<file path="src/rtl/adc_pkg.sv">
// Shared types and helpers for the serial ADC capture engine.
// Frame defaults match the board's 12-bit ADC in a 16-bit frame.
package adc_pkg;

    typedef enum logic [1:0] {
        IDLE,
        SHIFT,
        QUIET
    } state_t;

    localparam int ADC_FRAME_BITS = 16;
    localparam int ADC_DATA_BITS  = 12;

    // Width of a counter that must hold values 0..n-1, never narrower than one bit.
    function automatic int cnt_width(input int n);
        return (n > 1) ? $clog2(n) : 1;
    endfunction

endpackage

</file>
<file path="src/rtl/adc_serial_reader_sclk_divider.sv">
// Serial clock generator: toggles sclk every CLK_DIV clk cycles while enabled,
// parks sclk high and clears its count whenever disabled.
module sclk_divider
    import adc_pkg::*;
#(
    parameter int CLK_DIV = 2
) (
    input  logic clk,
    input  logic rst,
    input  logic enable,
    output logic sclk,
    output logic rise
);

    localparam int DW = cnt_width(CLK_DIV);
    localparam logic [DW-1:0] DIV_LAST = DW'(CLK_DIV - 1);

    logic [DW-1:0] div_cnt;
    logic          wrap;

    assign wrap = enable && (div_cnt == DIV_LAST);
    // Asserted on the clk edge that drives sclk high, i.e. the ADC sample point.
    assign rise = wrap && !sclk;

    always_ff @(posedge clk) begin
        if (rst || !enable) begin
            div_cnt <= '0;
            sclk    <= 1'b1;
        end else if (wrap) begin
            div_cnt <= '0;
            sclk    <= ~sclk;
        end else begin
            div_cnt <= div_cnt + 1'b1;
        end
    end

endmodule

</file>
<file path="src/rtl/adc_serial_reader.sv">
// Serial ADC capture engine: drives cs_n/sclk, shifts in one MSB-first frame per
// start request and presents the low DATA_BITS with a one-cycle valid strobe.
module adc_serial_reader
    import adc_pkg::*;
#(
    parameter int CLK_DIV       = 2,
    parameter int FRAME_BITS    = ADC_FRAME_BITS,
    parameter int DATA_BITS     = ADC_DATA_BITS,
    parameter int QUIET_PERIODS = 2
) (
    input  logic                 clk,
    input  logic                 rst,
    input  logic                 start,
    input  logic                 sdata,
    output logic                 sclk,
    output logic                 cs_n,
    output logic [DATA_BITS-1:0] data,
    output logic                 valid,
    output logic                 frame_err,
    output logic                 busy
);

    localparam int BW           = cnt_width(FRAME_BITS + 1);
    localparam int QUIET_CYCLES = QUIET_PERIODS * 2 * CLK_DIV;
    localparam int QW           = cnt_width(QUIET_CYCLES);

    state_t                state;
    state_t                next_state;
    logic [BW-1:0]         bit_cnt;
    logic [QW-1:0]         quiet_cnt;
    logic [FRAME_BITS-1:0] shift;
    logic                  shift_en;
    logic                  sclk_rise;
    logic                  frame_done;
    logic                  quiet_done;

    assign shift_en   = (state == SHIFT);
    assign frame_done = (state == SHIFT) && (bit_cnt == BW'(FRAME_BITS));
    assign quiet_done = (state == QUIET) && (quiet_cnt == QW'(QUIET_CYCLES - 1));

    sclk_divider #(
        .CLK_DIV (CLK_DIV)
    ) u_sclk_divider (
        .clk    (clk),
        .rst    (rst),
        .enable (shift_en),
        .sclk   (sclk),
        .rise   (sclk_rise)
    );

    always_ff @(posedge clk) begin
        if (rst) begin
            state <= IDLE;
        end else begin
            state <= next_state;
        end
    end

    always_comb begin
        next_state = state;
        cs_n       = 1'b1;
        busy       = 1'b1;
        case (state)
            IDLE: begin
                busy = 1'b0;
                if (start) begin
                    next_state = SHIFT;
                end
            end
            SHIFT: begin
                cs_n = 1'b0;
                if (frame_done) begin
                    next_state = QUIET;
                end
            end
            QUIET: begin
                if (quiet_done) begin
                    next_state = IDLE;
                end
            end
            default: begin
                next_state = IDLE;
                busy       = 1'b0;
            end
        endcase
    end

    // Counters and shifter are cleared in IDLE so every frame starts fresh.
    always_ff @(posedge clk) begin
        if (rst) begin
            bit_cnt   <= '0;
            quiet_cnt <= '0;
            shift     <= '0;
            data      <= '0;
            valid     <= 1'b0;
            frame_err <= 1'b0;
        end else begin
            valid     <= frame_done;
            frame_err <= frame_done && (|shift[FRAME_BITS-1:DATA_BITS]);
            if (frame_done) begin
                data <= shift[DATA_BITS-1:0];
            end
            case (state)
                IDLE: begin
                    bit_cnt   <= '0;
                    quiet_cnt <= '0;
                    shift     <= '0;
                end
                SHIFT: begin
                    if (sclk_rise) begin
                        shift   <= {shift[FRAME_BITS-2:0], sdata};
                        bit_cnt <= bit_cnt + 1'b1;
                    end
                end
                QUIET: begin
                    quiet_cnt <= quiet_cnt + 1'b1;
                end
                default: begin
                    bit_cnt <= '0;
                end
            endcase
        end
    end

endmodule

</file>
<file path="config.mk">
export PLATFORM = sky130hd
export DESIGN_NAME = adc_serial_reader
export DESIGN_NICKNAME = d
export VERILOG_FILES = /design/src/rtl/adc_pkg.sv /design/src/rtl/adc_serial_reader_sclk_divider.sv /design/src/rtl/adc_serial_reader.sv
export SDC_FILE = /design/constraint.sdc
export NUM_CORES = 1
export LEC_CHECK = 0
export CORE_MARGIN = 2
export CORE_UTILIZATION = 36
export DETAILED_ROUTE_END_ITERATION = 12
export SYNTH_ARGS = -nofsm -noshare
export SYNTH_HDL_FRONTEND = slang
export SYNTH_HIERARCHICAL = 1
export SYNTH_SLANG_ARGS = --single-unit
export TNS_END_PERCENT = 100
</file>
<file path="constraint.sdc">
create_clock -name clk -period 4.4 [get_ports clk]
set_input_delay 0.66 -clock clk [delete_from_list [all_inputs] [get_ports clk]]
set_output_delay 0.66 -clock clk [all_outputs]
set_load 0.02 [all_outputs]
</file>
# Yosys cells after proc, flatten, opt, wreduce, memory -nomap -nowiden

Cells that the tools add are included.

Add/sub/neg operators: 3
Eq/ne operators: 8
Muxes and demuxes: 11
Bitwise gates (word level): 2
Reduce and logical (&&, ||, !) cells: 17

Operator list:

| kind                                                                   | number |
|---|---|
| 16-bit one-hot mux with 2 select lines                                 | 1 |
| 16-bit 2-to-1 mux                                                      | 1 |
| 5-bit one-hot mux with 2 select lines                                  | 1 |
| 2-bit inequality test (second input constant)                          | 4 |
| 2-bit 2-to-1 mux                                                       | 3 |
| 2-bit one-hot mux with 3 select lines                                  | 1 |
| 3-bit one-hot mux with 2 select lines                                  | 1 |
| 5-bit by 1-bit adder with 5-bit output (second input constant)         | 1 |
| 5-bit equality test (second input constant)                            | 1 |
| 1-bit logical AND                                                      | 5 |
| 5-bit 2-to-1 mux                                                       | 1 |
| 2-bit AND reduction                                                    | 2 |
| 2-bit nonzero test                                                     | 2 |
| 2-bit OR reduction                                                     | 2 |
| 4-bit OR reduction                                                     | 1 |
| 3-bit by 1-bit adder with 3-bit output (second input constant)         | 1 |
| 3-bit equality test (second input constant)                            | 1 |
| 3-bit AND reduction                                                    | 1 |
| 2-bit by 1-bit equality test with 1-bit output (second input constant) | 1 |
| 2-bit equality test (second input constant)                            | 1 |
| 1-bit zero test                                                        | 2 |
| 2-bit zero test                                                        | 1 |
| 1-bit 2-to-1 mux                                                       | 2 |
| 1-bit NOT                                                              | 2 |
| other kinds (2)                                                        | 2 |

Bits in registers: 42
Bits of input ports: 4
Output and inout bits: 17

# Depth between registers and ports, before layout

Word-level depth: 5
Gate-level depth with buffers: 10
Depth with buffers taken out: 7

# Cells and area by module

Netlist, hierarchy kept.

Modules (own cells, without submodules):

| module            | instances | cells each | area an instance (um^2) | seq. area each (um^2) |
|---|---|---|---|---|
| adc_serial_reader | 1         | 186        | 1732.9                  | 800.8 |
| sclk_divider      | 1         | 7          | 71.3                    | 40.0 |

# Least setup slack after synthesis

Ideal clock, no wire load.

Path type: register to output
From: register state[1]
To: output port cs_n
Arrival time: 1.025 ns
Data required time: 3.740 ns
Slack: 2.715 ns
Stages on the path, launching flop included: 6
Path through: dfxtp_1 > inv_1 > ha_1 > buf_6 > inv_2 > buf_6

Longest elaborated chain between the ends: 2

RTL lines:

| item                                           | RTL line                | text |
|---|---|---|
| start, declared                                | adc_serial_reader.sv:27 | `state_t state;` |
| start signal, assigned                         | adc_serial_reader.sv:55 | `state <= next_state;` |
| 2-bit by 1-bit equality test with 1-bit output | adc_serial_reader.sv:63 | `case (state)` |
| 1-bit 2-to-1 mux                               | adc_serial_reader.sv:63 |  |
| end, declared                                  | adc_serial_reader.sv:16 | `output logic cs_n,` |

No other way between the ends.

# Final worst setup path

Same ends and word-level chain as after synthesis.

==> run summary <==
Counting I/O delays and the setup requirement, the final critical path takes 2790 ps. The total DRC errors in the routed layout was 0. The tools report the number of fillers in the final layout as 462. The detailed router used layers up to and including met4. The run finished with clean final reports. Counting flops and latches in the post-synthesis netlist gives 42.

The tools report the initial antenna violation count as 0. For this run the aggregate overflow at the end of global routing stands at 0. The routed via count divided by cell count works out to 4.86. STA classifies the critical path endpoint as an output pin. The logs give 0 for the max-slew violation total from the final report and 204 for the net count after synthesis. Max-cap violations in this run came to 0. The sequential fraction of the synthesis area is 0.466, and the timing-limited maximum frequency is 359 MHz.

Most frequent standard cell in the layout excluding fill and tap cells: sky130_fd_sc_hd__dfxtp_1. Power spread over the standard cell area amounts to 398 nW/um2. The overall die width was 74.8 um; the placer congestion estimate was 0.702. The number of hold buffers added after CTS was 0.

For the worst slew margin relative to its limit, the log shows 0.458. After floorplanning, the core was sized to cover 4790 um2. The count of different cell masters after synthesis was 35; the standard cell area after detailed placement was 1990 um2. Type of the setup path with the least slack: flip-flop to output pin. The first global-routing pass estimated 5620 um of wire. For this run, the leading register cell type out of synthesis is sky130_fd_sc_hd__dfxtp_1.

Detailed routing inserted a total of 1,336 vias. For the pin with the worst max-slew slack, the measured transition is 811 ps. Port buffering added 20 buffers. For the worst setup path, the data required time is 3740 ps. Cell at the root of the clock tree: sky130_fd_sc_hd__clkbuf_8. Setup violations remaining at the end of the flow were counted as 0. After routing the design area is 2100 um2. The run gives 25 as the row count. After clock tree synthesis, the clock-pin slew on the worst setup and hold paths is 80 ps.

The design draws 836 uW. Across the whole layout, storage elements account for 841 um2. The routed design uses 180 um of met3 wire. The clock passes through at most 2 buffers.

The full die area is 5590 um2. The analysis attributes to cell leakage a power of 0.710 nW. The run gives 0 as the number of antenna repair diodes.

The number of setup buffers added after CTS is 0. The final layout contains 218 nets. TritonCTS built the clock tree. After detailed routing, the average wire length per cell comes to 12.0 um. The path class of the tightest hold or removal check is flip-flop to flip-flop.

The H-tree generated during clock tree synthesis spans 2 levels. The average instance in the mapped netlist occupies 9.35 um2. The share of the clock period used by the worst path after layout is 0.633, and the number of global-route vias before repair is 1,152. The worst path arrival time is 2130 ps, and the DRC marker count from the first detailed-route iteration is 92.

After clock tree synthesis, the repair step resized 0 gates. The count of nets left with antenna violations once routing finished came out at 0. The hold violation count in the final report was 0; the all-layer global routing usage was 0.132.

The count of flip-flops with a built-in enable after synthesis works out to 0. The detailed router put a total of 1710 um of wire on met1. The routed design has 3310 um of wire. The total number of yosys warnings is 6, and the share of cells above drive strength 1 is 0.0673.

The tools report the post-synthesis instance total as 193. Entering global routing, the biggest net connects 25 pins. Across the routed clock network, the largest skew measured is 2.80 ps. The tools report the type of element launching the critical path as a flip-flop. The met2 wirelength from detailed routing is 1350 um, and the post-synthesis async set-or-reset flop share is 0.

After routing, the total negative slack on setup checks comes to 0 ps. Clock latency on the worst-skew pair, taken at its later pin, is 290 ps. In the layout the commonest cells are sky130_fd_sc_hd__dfxtp_1 (42), sky130_fd_sc_hd__nor2_1 (24), sky130_fd_sc_hd__clkdlybuf4s50_1 (20). The peak supply drop is 0.000242 V, and the detailed placement HPWL is 2210 um.

Relative to the synthesized area, the layout overhead comes to 16.4%. The first-pass iteration count of the detailed router was 4; the total clock buffers created by CTS was 5. Multi-input logic area: 832 um2. In this run the worst path has a maximum fanout of 16. Pin placement for this block handled 21 I/O pins. The die is 74.8 um tall. The clock net in this run drives a total of 42 sinks. Setup repair after global routing left no endpoint under its margin. The post-synth design cell area was 1800 um2. The starting utilization of the core area was 0.377.
cell families (layout without fill, tap and decap cells):
family,Yosys count,in the layout,synth area share
fa+ha+maj,7,7,0.0485
flops,42,42,0.466
xor+xnor,1,1,0.00486
buf+inv,20,35,0.0728
compound gates,53,53,0.176
simple gates,66,66,0.203
mux,4,4,0.0291
power by group:
part / total, mW / switching [mW] / internal [mW]
registers: 0.390 / 0.00448 / 0.386
logic: 0.149 / 0.0986 / 0.0504
clock network: 0.297 / 0.128 / 0.169
total: 0.836 / 0.231 / 0.605
registers in the layout (all words and copies together), names as in the netlist:
| signal | count |
|---|---|
| bit_cnt | 5 |
| data | 12 |
| frame_err | 1 |
| quiet_cnt | 3 |
| shift | 16 |
| state | 2 |
| u_sclk_divider/div_cnt | 1 |
| u_sclk_divider/sclk | 1 |
| valid | 1 |
critical path, cell delays in order (launching register included):
cell                              delay [ps]
sky130_fd_sc_hd__dfxtp_1                 370
sky130_fd_sc_hd__inv_1                    70
sky130_fd_sc_hd__ha_1                    290
sky130_fd_sc_hd__buf_4                   240
sky130_fd_sc_hd__inv_2                   210
sky130_fd_sc_hd__clkdlybuf4s50_1         660
metrics by stage:
stage           util  worst slack, ps  instances  hold WS, ps
2_1_floorplan      -             2720        193          437
3_3_place_gp   0.416             2000        267          453
3_5_place_dp   0.416             1940        267          464
4_1_cts        0.439             1600        275          475
5_1_grt        0.439             1500        275          483
6_report       0.439             1610        275          470
layout make-up:
class                   count  area share
inverters                   5     0.00893
repair buffers             22       0.102
flip-flops and latches     42       0.400
clock inverters             2      0.0179
multi-input cells         131       0.396
well taps                  67      0.0399
clock buffers               6      0.0345
cell usage after synthesis (2+ instances only):
library cell / instances / area share
sky130_fd_sc_hd__dfxtp_1: 42 / 0.47
sky130_fd_sc_hd__nor2_1: 24 / 0.050
sky130_fd_sc_hd__a21oi_1: 18 / 0.050
sky130_fd_sc_hd__a22oi_1: 16 / 0.067
sky130_fd_sc_hd__nand3_1: 13 / 0.036
sky130_fd_sc_hd__o21ai_0: 13 / 0.036
sky130_fd_sc_hd__buf_6: 7 / 0.044
sky130_fd_sc_hd__ha_1: 7 / 0.049
sky130_fd_sc_hd__clkbuf_1: 5 / 0.010
sky130_fd_sc_hd__nand2_1: 5 / 0.010
sky130_fd_sc_hd__nand2b_1: 5 / 0.017
sky130_fd_sc_hd__inv_1: 4 / 0.0083
sky130_fd_sc_hd__nor3b_1: 4 / 0.017
sky130_fd_sc_hd__buf_2: 3 / 0.0083
sky130_fd_sc_hd__mux2i_1: 3 / 0.017
sky130_fd_sc_hd__and3b_1: 2 / 0.0097
sky130_fd_sc_hd__nand3b_1: 2 / 0.0083
sky130_fd_sc_hd__nor2b_1: 2 / 0.0069
sky130_fd_sc_hd__o211ai_1: 2 / 0.0083
metal layers:
layer	up-vias	global-route usage
met5	-	0
met4	0	0.0595
met3	7	0.0321
met2	38	0.173
met1	581	0.202
li1	710	-
path summary, 6_finish.rpt:
path                                          endpoint  slack (ps)              startpoint  cells after the start
worst max-delay path                              cs_n        1610                state[1]                      5
worst min-delay path            u_sclk_divider/div_cnt         470  u_sclk_divider/div_cnt                      1
worst max register to register               shift[12]        2170                state[1]                      7
worst min register to register  u_sclk_divider/div_cnt         470  u_sclk_divider/div_cnt                      1
(Power assumes the default switching activity.)
